`config.mk`:
```
export PLATFORM = sky130hd
export DESIGN_NAME = mem_arbiter
export DESIGN_NICKNAME = d
export VERILOG_FILES = /design/src/rtl/mem_arbiter.sv
export SDC_FILE = /design/constraint.sdc
export NUM_CORES = 1
export LEC_CHECK = 0
export ABC_AREA = 1
export CORE_ASPECT_RATIO = 1.5
export CORE_MARGIN = 5
export CORE_UTILIZATION = 30
export CTS_BUF_LIST = sky130_fd_sc_hd__clkbuf_4 sky130_fd_sc_hd__clkbuf_8 sky130_fd_sc_hd__clkbuf_16
export CTS_CLUSTER_DIAMETER = 50
export DETAILED_ROUTE_END_ITERATION = 8
export GPL_ROUTABILITY_DRIVEN = 0
export GPL_TIMING_DRIVEN = 0
export PLACE_DENSITY = 0.87
export SETUP_SLACK_MARGIN = 0.2
export SLEW_MARGIN = 20
export SYNTH_ARGS = -nofsm -noshare
export SYNTH_HDL_FRONTEND = slang
export SYNTH_SLANG_ARGS = --single-unit
```
`constraint.sdc`:
```
create_clock -name clk -period 5.4 [get_ports clk]
set_clock_uncertainty 0.05 [all_clocks]
set_input_delay 1.08 -clock clk [delete_from_list [all_inputs] [get_ports clk]]
set_output_delay 1.08 -clock clk [all_outputs]
set_load 0.05 [all_outputs]
```
`src/rtl/mem_arbiter.sv`:
```
// mem_arbiter
//   Shares one fixed-latency, single-port memory between instruction fetch (IF)
//   and the memory stage (M). M wins a simultaneous request unless the last
//   grant also went to M, so fetch cannot starve behind back-to-back loads.
//   Each access issues a one-cycle command in the grant cycle, then the
//   arbiter stays busy until the done cycle, LATENCY cycles later.
//
// Ports
//   clk, rst                 clock; asynchronous active-low reset
//   if_req/if_addr           fetch request and address
//   if_rdata/if_done/if_err  fetch result, valid while if_done=1
//   stall_f                  if_req & ~if_done
//   m_req/m_wr/m_addr/m_wdata  memory-stage request (load or store)
//   m_rdata/m_done/m_err     data result, valid while m_done=1
//   stall_m                  m_req & ~m_done
//   mem_rd/mem_wr/mem_addr/mem_wdata  one-cycle command to the memory
//   mem_rdata/mem_err        memory response, valid LATENCY cycles after the command
module mem_arbiter #(
  parameter int LATENCY = 4
) (
  input  logic        clk,
  input  logic        rst,
  input  logic        if_req,
  input  logic [15:0] if_addr,
  output logic [15:0] if_rdata,
  output logic        if_done,
  output logic        if_err,
  output logic        stall_f,
  input  logic        m_req,
  input  logic        m_wr,
  input  logic [15:0] m_addr,
  input  logic [15:0] m_wdata,
  output logic [15:0] m_rdata,
  output logic        m_done,
  output logic        m_err,
  output logic        stall_m,
  output logic        mem_rd,
  output logic        mem_wr,
  output logic [15:0] mem_addr,
  output logic [15:0] mem_wdata,
  input  logic [15:0] mem_rdata,
  input  logic        mem_err
);

  localparam logic [3:0] LAT = 4'(LATENCY);

  typedef enum logic [1:0] {IDLE, BUSY_IF, BUSY_M} state_t;

  state_t     state_q, state_d;
  logic [3:0] cnt_q, cnt_d;
  logic       last_m_q, last_m_d;
  logic       keep_q, keep_d;

  logic       grant_m, grant_if;
  logic       owner_req, keep_eff;

  always_ff @(posedge clk or negedge rst) begin
    if (!rst) begin
      state_q  <= IDLE;
      cnt_q    <= 4'd0;
      last_m_q <= 1'b0;
      keep_q   <= 1'b0;
    end else begin
      state_q  <= state_d;
      cnt_q    <= cnt_d;
      last_m_q <= last_m_d;
      keep_q   <= keep_d;
    end
  end

  always_comb begin
    state_d   = state_q;
    cnt_d     = cnt_q;
    last_m_d  = last_m_q;
    keep_d    = keep_q;
    grant_m   = 1'b0;
    grant_if  = 1'b0;
    owner_req = (state_q == BUSY_IF) ? if_req : m_req;
    keep_eff  = 1'b0;
    mem_rd    = 1'b0;
    mem_wr    = 1'b0;
    mem_addr  = 16'h0;
    mem_wdata = 16'h0;
    if_done   = 1'b0;
    if_err    = 1'b0;
    if_rdata  = 16'h0;
    m_done    = 1'b0;
    m_err     = 1'b0;
    m_rdata   = 16'h0;

    unique case (state_q)
      IDLE: begin
        // rst is checked here so no command leaks out while reset is held;
        // the flops alone would leave IDLE decoding live requests.
        if (rst) begin
          grant_m  = m_req & ~(if_req & last_m_q);
          grant_if = if_req & ~grant_m;
          if (grant_m) begin
            mem_wr    = m_wr;
            mem_rd    = ~m_wr;
            mem_addr  = m_addr;
            mem_wdata = m_wr ? m_wdata : 16'h0;
            state_d   = BUSY_M;
            cnt_d     = 4'd1;
            keep_d    = 1'b1;
            last_m_d  = 1'b1;
          end else if (grant_if) begin
            mem_rd   = 1'b1;
            mem_addr = if_addr;
            state_d  = BUSY_IF;
            cnt_d    = 4'd1;
            keep_d   = 1'b1;
            last_m_d = 1'b0;
          end
        end
      end
      BUSY_IF, BUSY_M: begin
        // A dropped request (e.g. a flushed fetch) abandons the result but the
        // access still occupies the memory until its done cycle.
        keep_eff = keep_q & owner_req;
        keep_d   = keep_eff;
        if (cnt_q == LAT) begin
          state_d = IDLE;
          cnt_d   = 4'd0;
          keep_d  = 1'b0;
          if (keep_eff) begin
            if (state_q == BUSY_IF) begin
              if_done  = 1'b1;
              if_rdata = mem_rdata;
              if_err   = mem_err;
            end else begin
              m_done  = 1'b1;
              m_rdata = mem_rdata;
              m_err   = mem_err;
            end
          end
        end else begin
          cnt_d = cnt_q + 4'd1;
        end
      end
      default: begin
        state_d = IDLE;
        cnt_d   = 4'd0;
        keep_d  = 1'b0;
      end
    endcase
  end

  assign stall_f = if_req & ~if_done;
  assign stall_m = m_req & ~m_done;

endmodule

```
==> reports/metrics.csv, run 1 <==
metric,value,unit
finalMaxSlewViolations,0,
cts_resized,0,
fp.dieW,62.68,um
viasPerCell,4.458,
worst_slew_pin_slew,0.5515,ns
clkSlewWorstSetupHoldPaths,0.05,ns
cts_tree,done,
crit_family,buffers and inverters,
hold_violations,0,
start_util,31.27,%
synth_area,1249,um2
grt_pass1_vias,1808,
fin_ws,0.7359,ns
met3_usage,4.277,%
drtPass1Iterations,4,
cp.arrival,3.53,ns
fin_setup_tns,0,ns
total_power,0.6783,mW
outcome,"complete, no violations",
io_pins,142,
antenna_found_initial,0,
grtUsageTotal,18.62,%
crit_type,primary input to primary output,
io_buffers,141,
ys_ff_latch,8,
place_inst,418,
max-cap-violations,0,
drtAntennaViolNets,0,
cts_made_buffers,3,
crit_fanout,11,
start_kind,primary input,
busiest_layer,met2,
setup_viol,0,
num_antenna_cells,0,
wl,5.563,mm
cts.sinks,8,
clockBufferDepth,2,
vias,1877,
postCtsHoldBufs,0,
path_cells,clkdlybuf4s50_1 -> nand2_1 -> inv_1 -> nand2_4 -> buf_6 -> nor2_2 -> clkdlybuf4s50_1,
p_leak,1.312,nW
max_freq,0.2144,GHz
grt_util_met2,35.28,%
worst_ep_required_time,4.27,ns
dieArea,5579,um2
critPathMaxStageDelay,0.83,ns
wl_per_cell,13.21,um
critPathCaptureType,primary output,
hold_class,flop to flop,
power.density,246.0,nW/um2
placementRows,28,
syn_avg_cell_area,5.382,um2
drive_above_1_share,7.447,%
nets,453,
htreeDepth,1,
post-cts-setup-buffers,0,
final_cells,421,
coreArea,3994,um2
grt_overflow,0,
period_share,86.37,%
fin_crit,4.664,ns
synth.distinct_cells,20,
clk_latency,0.23,ns
grt_max_degree,12,
syn_inst,232,
cp_num_buf_inv,4,
relSlewSlack,63.11,%
die_h,89.02,um
slowest_stage,clkdlybuf4s50_1,
vdd_drop_max,211.3,uV
ys_seq_area_share,16.03,%
dp_hpwl,4.864,mm
area_growth,120.8,%
r2r_setup_slack,3.93,ns
grtUsageMet1,21.40,%
grt_first_pass_wirelength,8.549,mm
drt_iter0_markers,109,
ys_warn_count,0,
place_ws,0.7005,ns
critical_path.most_common_cell,clkdlybuf4s50_1,
synth.net_count,307,
drc,0,
root_buffer,clkbuf_8,
rsz0062_at_grt,no,
kinds of logic after synthesis:
group,Yosys count,share of synthesized area (%)
AND/OR/NAND/NOR,137,48.70
adder cells (fa/ha/maj),5,5.010
buffers and inverters,59,20.14
flip-flops,8,16.03
AO/OA/AOI/OAI,23,10.12
registers in the layout, summed over array words and instances (netlist names):
signal	flops
cnt_q	4
state_q	2
keep_q	1
last_m_q	1
power by group:
part | leakage (nW) | switching [mW] | internal, mW
Sequential | 0.103 | 0.0227 | 0.0845
Combinational | 1.19 | 0.320 | 0.179
Clock | 0.0216 | 0.0238 | 0.0484
Total | 1.31 | 0.366 | 0.312
tightest hold or removal path: cells and delay by family (launching register included):
kind	cells	cell delay, ns
flops	1	0.35
simple gates	2	0.12
cells in the mapped netlist:
cell type	instances	share of area (%)
a21oi_1	16	6.4
a21oi_4	1	1.3
buf_2	1	0.40
buf_4	1	0.60
buf_6	3	2.7
clkbuf_1	1	0.30
dfrtp_1	8	16
ha_1	5	5.0
inv_1	50	15
inv_2	2	0.60
inv_4	1	0.50
nand2_1	62	19
nand2_4	1	0.90
nand3_1	6	2.4
nand3_4	2	2.8
nand3b_1	1	0.60
nor2_1	52	16
nor2_2	10	5.0
nor2_4	3	2.7
o21ai_0	6	2.4
per-stage QoR:
step / hold slack [ns] / cell area [um2] / utilization (%)
floorplan: 0.3992 / 1249 / -
global placement: 0.4155 / 2716 / 68.01
detailed placement: 0.4477 / 2716 / 68.01
CTS: 0.4593 / 2758 / 69.05
global route: 0.5146 / 2758 / 69.05
finish: 0.4538 / 2758 / 69.05
worst paths after layout:
path / from / endpoint / cells past startpoint
min reg2reg: keep_q / keep_q / 2
max in group asynchronous: rst / cnt_q[2] / 1
max reg2reg: state_q[0] / cnt_q[1] / 7
min: keep_q / keep_q / 2
max: rst / mem_wdata[7] / 7
min in group asynchronous: rst / state_q[0] / 1
cell type report:
| cell class | instances | area, um2 |
|---|---|---|
| Multi-Input combinational cell | 165 | 797.0 |
| Clock buffer | 3 | 41.29 |
| Fill cell | 361 | 1236 |
| Buffer | 6 | 50.05 |
| Inverter | 53 | 201.4 |
| Timing Repair Buffer | 141 | 1411 |
| Tap cell | 45 | 56.30 |
| Sequential cell | 8 | 200.2 |
cell usage in the layout (no fill, tap or decap), types with 2 or more instances in the layout:
cell type / Yosys / routed
clkdlybuf4s50_1: 0 / 141
nand2_1: 62 / 62
nor2_1: 52 / 52
inv_1: 50 / 50
a21oi_1: 16 / 16
nor2_2: 10 / 10
dfrtp_1: 8 / 8
nand3_1: 6 / 6
o21ai_0: 6 / 6
ha_1: 5 / 5
nor2_4: 3 / 3
buf_6: 3 / 3
clkbuf_8: 0 / 3
inv_2: 2 / 2
nand3_4: 2 / 2
layer usage:
layer	share of wire, %	wire [um]
met5	0	0
met4	2.0	111
met3	7.7	427
met1	38	2129
met2	52	2895
(Power assumes the default switching activity.)
==> run 2, diff against run 1 <==
==> constraint.sdc (replaced) <==
create_clock -name clk -period 5.4 [get_ports clk]
set_clock_uncertainty 0.05 [all_clocks]
set_input_delay 1.08 -clock clk [delete_from_list [all_inputs] [get_ports clk]]
set_output_delay 1.08 -clock clk [all_outputs]
set_load 0.005 [all_outputs]
==> results of run 2 <==
Same layout as run 1 (identical final DEF). Status: complete, no violations.
Among the figures that moved: setup slack after placement 0.7005 ns -> 1.001 ns; setup slack after layout 0.7359 ns -> 1.037 ns; total power 0.6783 mW -> 0.5652 mW; worst IR drop on VDD 211.3 uV -> 200.9 uV
